## config.mk

```make
export PLATFORM = sky130hd
export DESIGN_NAME = cam_rgb332_packer
export DESIGN_NICKNAME = d
export VERILOG_FILES = /design/src/rtl/cam_pkg.sv /design/src/rtl/rgb565_to_rgb332.sv /design/src/rtl/cam_rgb332_packer.sv
export SDC_FILE = /design/constraint.sdc
export NUM_CORES = 1
export LEC_CHECK = 0
export ABC_AREA = 1
export ABC_CLOCK_PERIOD_IN_PS = 2400
export BUFFER_PORTS_ARGS = -buffer_cell sky130_fd_sc_hd__buf_4
export CAP_MARGIN = 20
export CORE_ASPECT_RATIO = 1.75
export CORE_UTILIZATION = 51
export DETAILED_ROUTE_END_ITERATION = 8
export PLACE_DENSITY_LB_ADDON = 0.3
export SYNTH_ARGS = -nofsm -noshare
export SYNTH_HDL_FRONTEND = slang
export SYNTH_HIERARCHICAL = 1
export SYNTH_SLANG_ARGS = --single-unit
```

## constraint.sdc

```tcl
create_clock -name clk -period 2.4 [get_ports clk]
set_input_delay 0.36 -clock clk [delete_from_list [all_inputs] [get_ports clk]]
set_output_delay 0.36 -clock clk [all_outputs]
set_load 0.01 [all_outputs]
```

## src/rtl/cam_pkg.sv

```systemverilog
// Shared camera/pixel definitions: packer FSM states, err_flags bit indices and
// RGB332 field positions (also consumed by the pixel-difference logic).
package cam_pkg;

  typedef enum logic [1:0] {
    WAIT_FRAME = 2'd0,
    WAIT_LINE  = 2'd1,
    BYTE_HI    = 2'd2,
    BYTE_LO    = 2'd3
  } cam_state_e;

  localparam int unsigned ERR_W         = 3;
  localparam int unsigned ERR_PARTIAL   = 0;
  localparam int unsigned ERR_OVERRUN   = 1;
  localparam int unsigned ERR_LINE_LONG = 2;

  localparam int unsigned PX_W      = 8;
  localparam int unsigned RGB_R_LSB = 5;
  localparam int unsigned RGB_R_W   = 3;
  localparam int unsigned RGB_G_LSB = 2;
  localparam int unsigned RGB_G_W   = 3;
  localparam int unsigned RGB_B_LSB = 0;
  localparam int unsigned RGB_B_W   = 2;

  // Place the three quantized fields at their RGB332 positions.
  function automatic logic [PX_W-1:0] rgb332_pack(input logic [RGB_R_W-1:0] r,
                                                  input logic [RGB_G_W-1:0] g,
                                                  input logic [RGB_B_W-1:0] b);
    logic [PX_W-1:0] px;
    px = '0;
    px[RGB_R_LSB +: RGB_R_W] = r;
    px[RGB_G_LSB +: RGB_G_W] = g;
    px[RGB_B_LSB +: RGB_B_W] = b;
    return px;
  endfunction

endpackage

```

## src/rtl/rgb565_to_rgb332.sv

```systemverilog
// Combinational RGB565 -> RGB332 quantizer. CAM_ROUND_EN selects
// round-to-nearest with saturation; otherwise the fields are truncated.
module rgb565_to_rgb332
  import cam_pkg::*;
(
  input  logic [7:0]      i_hi,
  input  logic [7:0]      i_lo,
  output logic [PX_W-1:0] o_px_c
);

  logic [4:0]         w_r5;
  logic [5:0]         w_g6;
  logic [4:0]         w_b5;
  logic [RGB_R_W-1:0] w_r3;
  logic [RGB_G_W-1:0] w_g3;
  logic [RGB_B_W-1:0] w_b2;

  assign w_r5 = i_hi[7:3];
  assign w_g6 = {i_hi[2:0], i_lo[7:5]};
  assign w_b5 = i_lo[4:0];

`ifdef CAM_ROUND_EN
  logic [5:0] w_r_sum;
  logic [6:0] w_g_sum;
  logic [5:0] w_b_sum;
  logic [3:0] w_r_q;
  logic [3:0] w_g_q;
  logic [2:0] w_b_q;

  assign w_r_sum = 6'(w_r5) + 6'd2;
  assign w_g_sum = 7'(w_g6) + 7'd4;
  assign w_b_sum = 6'(w_b5) + 6'd4;
  assign w_r_q   = 4'(w_r_sum >> 2);
  assign w_g_q   = 4'(w_g_sum >> 3);
  assign w_b_q   = 3'(w_b_sum >> 3);
  assign w_r3    = (w_r_q > 4'd7) ? 3'd7 : w_r_q[2:0];
  assign w_g3    = (w_g_q > 4'd7) ? 3'd7 : w_g_q[2:0];
  assign w_b2    = (w_b_q > 3'd3) ? 2'd3 : w_b_q[1:0];
`else
  assign w_r3 = 3'(w_r5 >> 2);
  assign w_g3 = 3'(w_g6 >> 3);
  assign w_b2 = 2'(w_b5 >> 3);
`endif

  assign o_px_c = rgb332_pack(w_r3, w_g3, w_b2);

endmodule

```

## src/rtl/cam_rgb332_packer.sv

```systemverilog
// Camera RGB565 byte stream -> RGB332 pixels tagged with (x,y) on a one-entry
// valid/ready output register. Quantizer rounding is selected by CAM_ROUND_EN.
module cam_rgb332_packer
  import cam_pkg::*;
#(
  parameter int unsigned H_ACTIVE = 640,
  parameter int unsigned V_ACTIVE = 480
) (
  input  logic                        clk,
  input  logic                        rst_n,
  input  logic                        vsync,
  input  logic                        href,
  input  logic                        in_valid,
  input  logic [7:0]                  in_byte,
  output logic                        px_valid,
  input  logic                        px_ready,
  output logic [PX_W-1:0]             px,
  output logic [$clog2(H_ACTIVE)-1:0] px_x,
  output logic [$clog2(V_ACTIVE)-1:0] px_y,
  output logic                        frame_done,
  output logic [ERR_W-1:0]            err_flags
);

  localparam int unsigned XW  = $clog2(H_ACTIVE);
  localparam int unsigned YW  = $clog2(V_ACTIVE);
  // Counters reach H_ACTIVE / V_ACTIVE, so they carry one extra value.
  localparam int unsigned XCW = $clog2(H_ACTIVE + 1);
  localparam int unsigned YCW = $clog2(V_ACTIVE + 1);

  cam_state_e       r_state;
  cam_state_e       w_state_nxt;
  logic             r_vsync;
  logic             r_href;
  logic [7:0]       r_hi;
  logic [XCW-1:0]   r_x;
  logic [YCW-1:0]   r_y;
  logic             r_px_valid;
  logic [PX_W-1:0]  r_px;
  logic [XW-1:0]    r_px_x;
  logic [YW-1:0]    r_px_y;
  logic             r_frame_done;
  logic [ERR_W-1:0] r_err;

  logic            w_vs_rise;
  logic            w_href_fall;
  logic            w_byte;
  logic            w_last_line;
  logic            w_in_range;
  logic            w_frame_start;
  logic            w_load_hi;
  logic            w_pix;
  logic            w_line_end;
  logic            w_partial;
  logic            w_load;
  logic [PX_W-1:0] w_px;

  assign w_vs_rise   = vsync & ~r_vsync;
  assign w_href_fall = r_href & ~href;
  assign w_byte      = in_valid & href;
  assign w_last_line = (r_y == YCW'(V_ACTIVE - 1));
  assign w_in_range  = (r_x < XCW'(H_ACTIVE));
  assign w_load      = w_pix & w_in_range;

  rgb565_to_rgb332 u_quant (
    .i_hi   (r_hi),
    .i_lo   (in_byte),
    .o_px_c (w_px)
  );

  always_ff @(posedge clk or negedge rst_n) begin
    if (!rst_n) r_state <= WAIT_FRAME;
    else        r_state <= w_state_nxt;
  end

  // Next state plus per-cycle datapath strobes; vsync rise overrides everything.
  always_comb begin
    w_state_nxt   = r_state;
    w_frame_start = 1'b0;
    w_load_hi     = 1'b0;
    w_pix         = 1'b0;
    w_line_end    = 1'b0;
    w_partial     = 1'b0;
    if (w_vs_rise) begin
      w_state_nxt   = WAIT_LINE;
      w_frame_start = 1'b1;
    end else begin
      case (r_state)
        WAIT_FRAME: w_state_nxt = WAIT_FRAME;
        WAIT_LINE: begin
          if (href) w_state_nxt = BYTE_HI;
        end
        BYTE_HI, BYTE_LO: begin
          if (w_href_fall) begin
            w_line_end  = 1'b1;
            w_partial   = (r_state == BYTE_LO);
            w_state_nxt = w_last_line ? WAIT_FRAME : WAIT_LINE;
          end else if (w_byte) begin
            if (r_state == BYTE_HI) begin
              w_load_hi   = 1'b1;
              w_state_nxt = BYTE_LO;
            end else begin
              w_pix       = 1'b1;
              w_state_nxt = BYTE_HI;
            end
          end
        end
        default: w_state_nxt = WAIT_FRAME;
      endcase
    end
  end

  // Sync edge detectors, counters, sticky errors and the output register.
  always_ff @(posedge clk or negedge rst_n) begin
    if (!rst_n) begin
      r_vsync      <= 1'b0;
      r_href       <= 1'b0;
      r_hi         <= '0;
      r_x          <= '0;
      r_y          <= '0;
      r_px_valid   <= 1'b0;
      r_px         <= '0;
      r_px_x       <= '0;
      r_px_y       <= '0;
      r_frame_done <= 1'b0;
      r_err        <= '0;
    end else begin
      r_vsync      <= vsync;
      r_href       <= href;
      r_frame_done <= w_line_end & w_last_line;
      if (w_load_hi) r_hi <= in_byte;

      if (w_frame_start) begin
        r_x   <= '0;
        r_y   <= '0;
        r_err <= '0;
      end else begin
        if (w_line_end) begin
          r_x <= '0;
          r_y <= r_y + YCW'(1);
        end else if (w_load) begin
          r_x <= r_x + XCW'(1);
        end
        if (w_partial)                          r_err[ERR_PARTIAL]   <= 1'b1;
        if (w_pix && !w_in_range)               r_err[ERR_LINE_LONG] <= 1'b1;
        if (w_load && r_px_valid && !px_ready)  r_err[ERR_OVERRUN]   <= 1'b1;
      end

      // The camera cannot stall: a new pixel always replaces the held one.
      if (w_load) begin
        r_px_valid <= 1'b1;
        r_px       <= w_px;
        r_px_x     <= XW'(r_x);
        r_px_y     <= YW'(r_y);
      end else if (px_ready) begin
        r_px_valid <= 1'b0;
      end
    end
  end

  assign px_valid   = r_px_valid;
  assign px         = r_px;
  assign px_x       = r_px_x;
  assign px_y       = r_px_y;
  assign frame_done = r_frame_done;
  assign err_flags  = r_err;

endmodule

```

Yosys cells after proc, flatten, opt, wreduce, memory -nomap -nowiden
Index checks and enable logic that the tools add are counted.

Flip-flop bits (word level): 63. Input port bits: 14. Output and inout bits: 32. Word-level logic and storage cells: 79.

$add $sub $neg: 2. Magnitude comparators: 1. Equality and inequality tests: 6. Multiplexer cells: 35. Bitwise operators: 7. Reductions and logical operators: 14.

Operator list (count): 2-to-1 mux 10 bit (3); 2-to-1 mux 1 bit (24); 2-to-1 mux 9 bit (2); adder 10 x 1 -> 10 bit (second input constant) (1); < comparator 10 bit (second input constant) (1); nonzero test 2 bit (5); adder 9 x 1 -> 9 bit (second input constant) (1); == test 9 bit (second input constant) (1); 2-to-1 mux 2 bit (4); one-hot mux 2 bit (3 select lines) (1); AND 1 bit (5); == test 2 bit (second input constant) (2); != test 4 bit (second input constant) (1); logical AND 1 bit (3); 2-to-1 mux 3 bit (1); != test 3 bit (second input constant) (1); nonzero test 3 bit (1); == test 2 x 1 -> 1 bit (second input constant) (1); logical NOT 1 bit (2); logical NOT 2 bit (1); NOT 1 bit (2); AND reduction 2 bit (1); OR reduction 2 bit (1).

Longest topological paths before layout
Gate-level depths: netlist (run 1).

Depth after elaboration: 11. Gate-level depth with buffers: 9.

Hierarchy
The synthesis (run 1) kept the hierarchy.

By module, submodules not included: cam_rgb332_packer (instances 1, cells an instance 324, area an instance 2736.4 µm², seq. area each 1576.5 µm²); rgb565_to_rgb332 (instances 1, cells an instance 8, area an instance 60.1 µm², seq. area each 0.0 µm²).

Least setup slack after synthesis (run 1)
Ideal clock, no wire load.

Kind: reg-to-reg. Start: register r_y[0]. End: register r_state[0]. Library setup time: 0.117 ns. Arrival time: 1.156 ns. Data required time: 2.283 ns. Setup slack: 1.127 ns. Cell stages (with the launch flop): 9. Clock period less this slack: 1.273 ns. Path through: dfrtp_1 > ha_1 > nand2_1 > nor2_1 > nand2_1 > o21ai_0 > nand2_1 > nand2_1 > nand2_1.

Word-level cells in the longest chain between the ends: 5.

Ends and longest elaborated chain: start: declaration (RTL line cam_rgb332_packer.sv:36) `logic [YCW-1:0] r_y;`; start signal: assignment (RTL line cam_rgb332_packer.sv:139) `r_y <= r_y + YCW'(1);`; == test 9 bit (RTL line cam_rgb332_packer.sv:60) `assign w_last_line = (r_y == YCW'(V_ACTIVE - 1));`; 2-to-1 mux 1 bit (RTL line cam_rgb332_packer.sv:96) `w_state_nxt = w_last_line ? WAIT_FRAME : WAIT_LINE;`; 2-to-1 mux 2 bit (RTL line cam_rgb332_packer.sv:93) `if (w_href_fall) begin`; one-hot mux 2 bit (3 select lines) (RTL line cam_rgb332_packer.sv:87) `case (r_state)`; 2-to-1 mux 2 bit (RTL line cam_rgb332_packer.sv:83) `if (w_vs_rise) begin`; end signal: assignment (RTL line cam_rgb332_packer.sv:72) `else r_state <= w_state_nxt;`; end: declaration (RTL line cam_rgb332_packer.sv:30) `cam_state_e r_state;`.

No other way between the ends. A chain may end at the register's enable or synchronous reset.

Final worst setup path (run 1)
Start: register r_y[1]. End: register r_state[0].

Same word-level chain as after synthesis.

==> reports/summary.md, run 1 <==
• share of total power consumed by net switching: 29.66%
• post-CTS setup buffer count: 0
• Final setup viols: 0
• leakage component of the power: 0.001679 uW
• TritonCTS clock tree: done
• Worst Path Required: 2.63 ns
• Sw Pwr: 843.9 uW
• number of top-level pins: 46
• detailed-route via count: 2164
• peak ir drop on the vdd network: 0.0005928 V
• min setup slack post-route: 0.8458 ns
• floorplan die area: 5644 um^2
• Starting Density: 53.76%
• net count of the mapped netlist: 340
• internal power: 2001 uW
• period utilisation layout: 64.76%
• final-layout fill cell count: 449
• cells after synthesis: 324
• y dimension of the die: 98.64 um
• part of the total power dissipated in combinational logic: 21.0%
• buffer type at the clock tree root: sky130_fd_sc_hd__clkbuf_8
• critical setup path kind: reg2reg
• maximum clock frequency: 643.4 MHz
• clock slew at the register clock pins of the worst setup and hold paths: 0.07 ns
• Max Buffers Root-to-Sink: 2
• cts repair resizes: 0
• result of the run: complete, but fails checks
• Flop pwr share: 47.7%
• aggregate negative setup slack: 0 ns
• area delta synth->final: 18.48%
• hold-fix buffer count after cts: 0
• total power divided by cell area: 882.4 nW/um^2
• detailed-placement wirelength estimate: 3.764 mm
• # rows: 34
• startpoint class of the critical path: flop
• initial antenna violation count: 0
• transition time at the pin with the least slew margin: 0.7364 ns
• post-placement worst setup slack: 0.7082 ns
• area of the mapped netlist: 2721 um^2
• type of destination of the critical path: flop
• crit path time final: 1.554 ns
• max_cap viols: 0
• count of yosys warnings during synthesis: 6
• number of global-route vias before repair: 2102
• DIE WIDTH: 57.22 um
• min-delay worst type: in2async
• relative slew slack: 50.91%
• mean cell area of the mapped netlist: 8.399 um^2
• area of the core: 5062 um^2
• Tot GR Track Use: 21.31%
• fraction of final layout cells with drive strength greater than 1: 18.33%
• clock buffer count from CTS: 9
• Worst-Skew Late Latency: 0.34 ns
• failing checks: design-rule violations
• 1st-pass router iterations: 6
• part of the total power dissipated in the clock network: 31.3%
• skew final: 0.004983 ns
• Final Max Slew Viols: 0
• Data arrival, critical path: 1.79 ns
• ANT cells: 0
• last weighted congestion value of the routability-driven placer: 0.8190
• Total Wirelength: 5.184 mm
• average routed wire per standard cell: 12.20 um
• pin count of the biggest net entering global routing: 62
• clock net sink count: 61
• count of unresolved DRC violations after routing: 5
• unrepaired setup endpoints after global routing: no
• Routed Antenna Nets: 0
• critical path fanouts, max: 5
• wire length of the first global-routing pass: 9.163 mm
• number of port buffers: 45
• H-Tree Level Count: 3
• length in cells of the worst reg-to-reg path: 8
• global route overflow: 0
• detail-routed via count per cell: 5.092
• total number of nets in the final design: 382
• initial drt markers: 77
• Hold Vio Cnt, Final: 0
## per-layer routing
layer / track usage, % / share of wire [%] / wire, um
met1: 25.33 / 43 / 2212
met5: 0 / 0 / 0
met4: 9.193 / 1.7 / 88
met2: 35.75 / 52 / 2671
met3: 5.774 / 4.1 / 212
## area by class of cell
| class | count | area [um^2] | share of cell area, % |
|---|---|---|---|
| Clock inverter | 4 | 47.55 | 1.475 |
| Timing Repair Buffer | 48 | 360.3 | 11.18 |
| Tap cell | 54 | 67.56 | 2.095 |
| Clock buffer | 12 | 145.1 | 4.501 |
| Multi-Input combinational cell | 203 | 915.9 | 28.41 |
| Sequential cell | 61 | 1526 | 47.34 |
| Inverter | 43 | 161.4 | 5.006 |
## registers in the layout (all words and copies together) (netlist names), 2 cells and up
| name | cells |
|---|---|
| px_y | 9 |
| r_hi | 6 |
| r_state | 2 |
| px | 8 |
| px_x | 10 |
| r_x | 10 |
| r_y | 9 |
| err_flags | 3 |
## power by group through the flow
stage          clock network [uW]  registers [uW]  logic (uW)
2_1_floorplan                   0            1410         339
3_3_place_gp                    0            1370         590
3_5_place_dp                    0            1380         607
4_1_cts                       906            1360         609
5_1_grt                       952            1380         675
6_report                      890            1360         597
## stage by stage
step	util [%]	total power (uW)	area, um^2	std cells	hold WS (ns)
floorplan	-	1746	2721	324	0.06441
global route	63.69	3010	3224	425	0.1379
global placement	59.89	1960	3032	409	0.4574
CTS	63.69	2874	3224	425	0.1121
finish	63.69	2845	3224	425	0.08916
detailed placement	59.89	1983	3032	409	0.4594
## critical path, cell delays in order, from the launching register on
cell,delay [ns]
sky130_fd_sc_hd__dfrtp_1,0.38
sky130_fd_sc_hd__ha_1,0.18
sky130_fd_sc_hd__nand2_1,0.08
sky130_fd_sc_hd__nor2_1,0.29
sky130_fd_sc_hd__nand2_1,0.13
sky130_fd_sc_hd__o21ai_0,0.22
sky130_fd_sc_hd__nand2_1,0.07
sky130_fd_sc_hd__nand2_1,0.06
sky130_fd_sc_hd__nand2_1,0.05
## cell usage in the layout, fill, tap and decap left out
cell                         count
sky130_fd_sc_hd__clkbuf_8       10
sky130_fd_sc_hd__nand2_1        99
sky130_fd_sc_hd__ha_1            2
sky130_fd_sc_hd__inv_1          43
sky130_fd_sc_hd__nand4_1         6
sky130_fd_sc_hd__bufinv_16       1
sky130_fd_sc_hd__xor2_1          1
sky130_fd_sc_hd__nand3_1        12
sky130_fd_sc_hd__o21ai_0        41
sky130_fd_sc_hd__nor2_2          1
sky130_fd_sc_hd__nand2_2         2
sky130_fd_sc_hd__nor2_1         19
sky130_fd_sc_hd__clkinvlp_4      1
sky130_fd_sc_hd__dfrtp_1        61
sky130_fd_sc_hd__nor3_1          4
sky130_fd_sc_hd__clkbuf_1        2
sky130_fd_sc_hd__a21oi_1        12
sky130_fd_sc_hd__buf_4          48
sky130_fd_sc_hd__o21ai_2         1
sky130_fd_sc_hd__nand3b_1        1
sky130_fd_sc_hd__clkinv_2        2
sky130_fd_sc_hd__nand3_2         1
sky130_fd_sc_hd__nor2_4          1
## final timing paths
path                             start         end  slack, ns
worst max-delay path            r_y[1]  r_state[0]       0.85
worst max register to register  r_y[1]  r_state[0]       0.85
worst min-delay path             rst_n     px_y[1]       0.09
worst min register to register   px[2]       px[2]       0.47
min in group clk                  href      r_href       0.14
max in group asynchronous        rst_n      r_x[3]       1.83
(Power assumes the default switching activity.)
==> run 2: changes to the inputs <==
--- a/config.mk
+++ b/config.mk
@@ -6,11 +6,11 @@
 export NUM_CORES = 1
 export LEC_CHECK = 0
 export ABC_AREA = 1
-export ABC_CLOCK_PERIOD_IN_PS = 2400
+export ABC_CLOCK_PERIOD_IN_PS = 1300
 export BUFFER_PORTS_ARGS = -buffer_cell sky130_fd_sc_hd__buf_4
 export CAP_MARGIN = 20
 export CORE_ASPECT_RATIO = 1.75
-export CORE_UTILIZATION = 51
+export CORE_UTILIZATION = 50
 export DETAILED_ROUTE_END_ITERATION = 8
 export PLACE_DENSITY_LB_ADDON = 0.3
 export SYNTH_ARGS = -nofsm -noshare
==> constraint.sdc (replaced) <==
create_clock -name clk -period 1.3 [get_ports clk]
set_input_delay 0.195 -clock clk [delete_from_list [all_inputs] [get_ports clk]]
set_output_delay 0.195 -clock clk [all_outputs]
set_load 0.01 [all_outputs]
==> run 2 against run 1 <==
  * The flow finishes with violations (design-rule violations, negative setup slack)
  * Global-route usage up 0.61 points
  * Maximum frequency up 19%
  * Largest power group unchanged
  * Routed wire length up 25%
  * Cell count up 9.4%
  * Register-to-register slack worse by 0.85 ns
  * Largest cell class unchanged
  * Count of clock-buffer cells in the layout down 1
  * Sequential share of layout area down 6.3 points
  * Clock skew up 0.0044 ns
  * Setup slack worse by 0.85 ns
  * Hold slack worse by 0.035 ns
  * Die area up 1.9%
  * Clock power up 67%
==> reports/summary.md, run 2 (same netlist as run 1, synthesis figures left out) <==
• crit-path cells: nand2_2 > inv_1 > nand3_4 > nor2_4 > nand2_1 > nand2_1 > nand2_1 > nor2_2, was ha_1 > nand2_1 > nor2_1 > nand2_1 > o21ai_0 > nand2_1 > nand2_1 > nand2_1
• critical setup path kind: reg2reg, unchanged
• global route overflow: 0, unchanged
• H-Tree Level Count: 3, unchanged
• crit path time final: 1.309 ns, was 1.554 ns
• detailed-route via count: 2390, was 2164
• number of port buffers: 45, unchanged
• wire length of the first global-routing pass: 9.384 mm, was 9.163 mm
• ANT cells: 0, unchanged
• Worst Path Required: 1.57 ns, was 2.63 ns
• source of the worst register-to-register timing path: r_state[1], was r_y[1]
• total power divided by cell area: 1469 nW/um^2, was 882.4 nW/um^2
• fraction of final layout cells with drive strength greater than 1: 33.17%, was 18.33%
• Max Buffers Root-to-Sink: 2, unchanged
• 1st-pass router iterations: 6, unchanged
• last weighted congestion value of the routability-driven placer: 0.8482, was 0.8190
• Hold Vio Cnt, Final: 0, unchanged
• Final setup viols: 2, was 0
• clock net sink count: 61, unchanged
• destination of the worst register-to-register timing path: r_x[7], was r_state[0]
• # rows: 35, was 34
• Final Max Slew Viols: 0, unchanged
• detail-routed via count per cell: 5.140, was 5.092
• most common library cell in the layout ignoring fill and taps: sky130_fd_sc_hd__nand2_1, unchanged
• leakage component of the power: 0.001904 uW, was 0.001679 uW
• buffer type at the clock tree root: sky130_fd_sc_hd__clkbuf_8, unchanged
• average routed wire per standard cell: 13.89 um, was 12.20 um
• period utilisation layout: 100.7%, was 64.76%
• min setup slack post-route: -0.008848 ns, was 0.8458 ns
• initial drt markers: 82, was 77
• area delta synth->final: 36.78%, was 18.48%
• failing checks: design-rule violations, negative setup slack, was design-rule violations
• startpoint class of the critical path: flop, unchanged
• number of cells traversed by the worst hold path: 3
• y dimension of the die: 99.60 um, was 98.64 um
• relative slew slack: 75.54%, was 50.91%
• number of top-level pins: 46, unchanged
• Worst-Skew Late Latency: 0.34 ns, about the same
• maximum clock frequency: 764.0 MHz, was 643.4 MHz
• result of the run: complete, but fails checks, unchanged
• Min Hold Slack: 0.05457 ns, was 0.08916 ns
• skew final: 0.009349 ns, was 0.004983 ns
• clock slew at the register clock pins of the worst setup and hold paths: 0.07 ns, about the same
• launch instance of the worst min-delay path: in_byte[3]
• Starting Density: 51.79%, was 53.76%
• max_cap viols: 0, unchanged
• transition time at the pin with the least slew margin: 0.3669 ns, was 0.7364 ns
• cell at the slowest stage of the critical path: sky130_fd_sc_hd__dfrtp_1, unchanged
• floorplan die area: 5754 um^2, was 5644 um^2
• area of the core: 5255 um^2, was 5062 um^2
• Total Wirelength: 6.458 mm, was 5.184 mm
• cell repeated most along the worst path: sky130_fd_sc_hd__nand2_1, unchanged
• TritonCTS clock tree: done, unchanged
• number of global-route vias before repair: 2182, was 2102
• detailed-placement wirelength estimate: 4.068 mm, was 3.764 mm
• clock buffer count from CTS: 9, unchanged
• pin count of the biggest net entering global routing: 30, was 62
• type of destination of the critical path: flop, unchanged
• aggregate negative setup slack: -0.009542 ns, was 0 ns
• DIE WIDTH: 57.77 um, was 57.22 um
• peak per-stage delay on the critical path: 0.43 ns, was 0.38 ns
• Routed Antenna Nets: 0, unchanged
• commonest cells after routing, fill and taps aside: sky130_fd_sc_hd__nand2_1 (89), sky130_fd_sc_hd__buf_4 (75), sky130_fd_sc_hd__dfrtp_1 (61), was sky130_fd_sc_hd__nand2_1 (99), sky130_fd_sc_hd__dfrtp_1 (61), sky130_fd_sc_hd__buf_4 (48)
• register-to-register setup slack: -0.009 ns, was 0.85 ns
• count of unresolved DRC violations after routing: 1, was 5
• end point of the most critical hold path: px[0]
• Data arrival, critical path: 1.58 ns, was 1.79 ns
• min-delay worst type: in2reg, was in2async
• critical path fanouts, max: 5, unchanged
• Tot GR Track Use: 21.92%, was 21.31%
• total number of nets in the final design: 422, was 382
• peak ir drop on the vdd network: 0.0008686 V, was 0.0005928 V
• unrepaired setup endpoints after global routing: yes, was no
• initial antenna violation count: 0, unchanged
• length in cells of the worst reg-to-reg path: 8, unchanged
-- run 2: cell count changes in the layout (fill, tap and decap cells not counted), moves of 5 or more --
cell / delta
sky130_fd_sc_hd__nor2_1: -5
sky130_fd_sc_hd__o21ai_1: +11
sky130_fd_sc_hd__nand2_2: +8
sky130_fd_sc_hd__nor2_4: +5
sky130_fd_sc_hd__nand2_1: -10
sky130_fd_sc_hd__buf_4: +27
sky130_fd_sc_hd__o21ai_0: -14
-- run 2: worst max-delay path by stage --
stage	from	endpoint	slack [ns]	cells after the start
after global placement	r_y[0]	r_state[0]	-0.11	8
final	r_state[1]	r_x[7]	-0.009	8
after floorplan	r_y[0]	r_state[0]	0.03	8
after global routing	r_x[7]	r_x[7]	-0.1	7
after CTS	r_vsync	err_flags[1]	-0.02	7
after detailed placement	r_y[1]	r_state[0]	-0.13	8
-- run 2: what timing repair did --
item	in CTS	in global routing
hold buffers	3	0
pin swaps	1	17
resized for setup	8	53
hold endpoints to repair	29	0
setup buffers	1	9
setup endpoints to repair	25	50
cloned	1	3
-- run 2: layer usage --
metal / global-route usage (%) / share of wire [%]
met2: 36.58 / 54
met5: 0 / 0
met4: 11.72 / 3.1
met1: 24.81 / 39
met3: 6.502 / 3.7
-- run 2: metrics by stage --
stage                     utilization, %  cells  total power, uW  worst slack (ns)  instance area, um^2
after CTS                          65.81    453             5341          -0.02058                 3458
after global placement             61.24    433             3750           -0.1142                 3218
after floorplan                        -    324             3223           0.02724                 2721
final                              70.83    465             5470         -0.008848                 3722
after global routing               70.83    465             5763          -0.09673                 3722
after detailed placement           61.24    433             3803           -0.1282                 3218
-- run 2: layout make-up --
class | count | area [um^2]
clock buffer | 11 | 151.4
sequential | 61 | 1526
multi-input combinational | 205 | 1062
timing repair buffer | 86 | 728.2
fill | 395 | 1533
tap | 55 | 68.82
inverter | 43 | 161.4
clock inverter | 4 | 23.77
-- run 2: power breakdown --
part | leakage [uW] | total, uW | switching (uW) | internal (uW)
Combinational | 0.000987 | 1490 | 761 | 730
Clock | 0.0000949 | 1490 | 713 | 777
Sequential | 0.000822 | 2490 | 224 | 2260
-- run 2: critical path, delay by kind of cell (launching register included) --
kind / cells / cell delay (ns)
buffers and inverters: 1 / 0.12
AND/OR/NAND/NOR: 7 / 0.68
flip-flops: 1 / 0.43
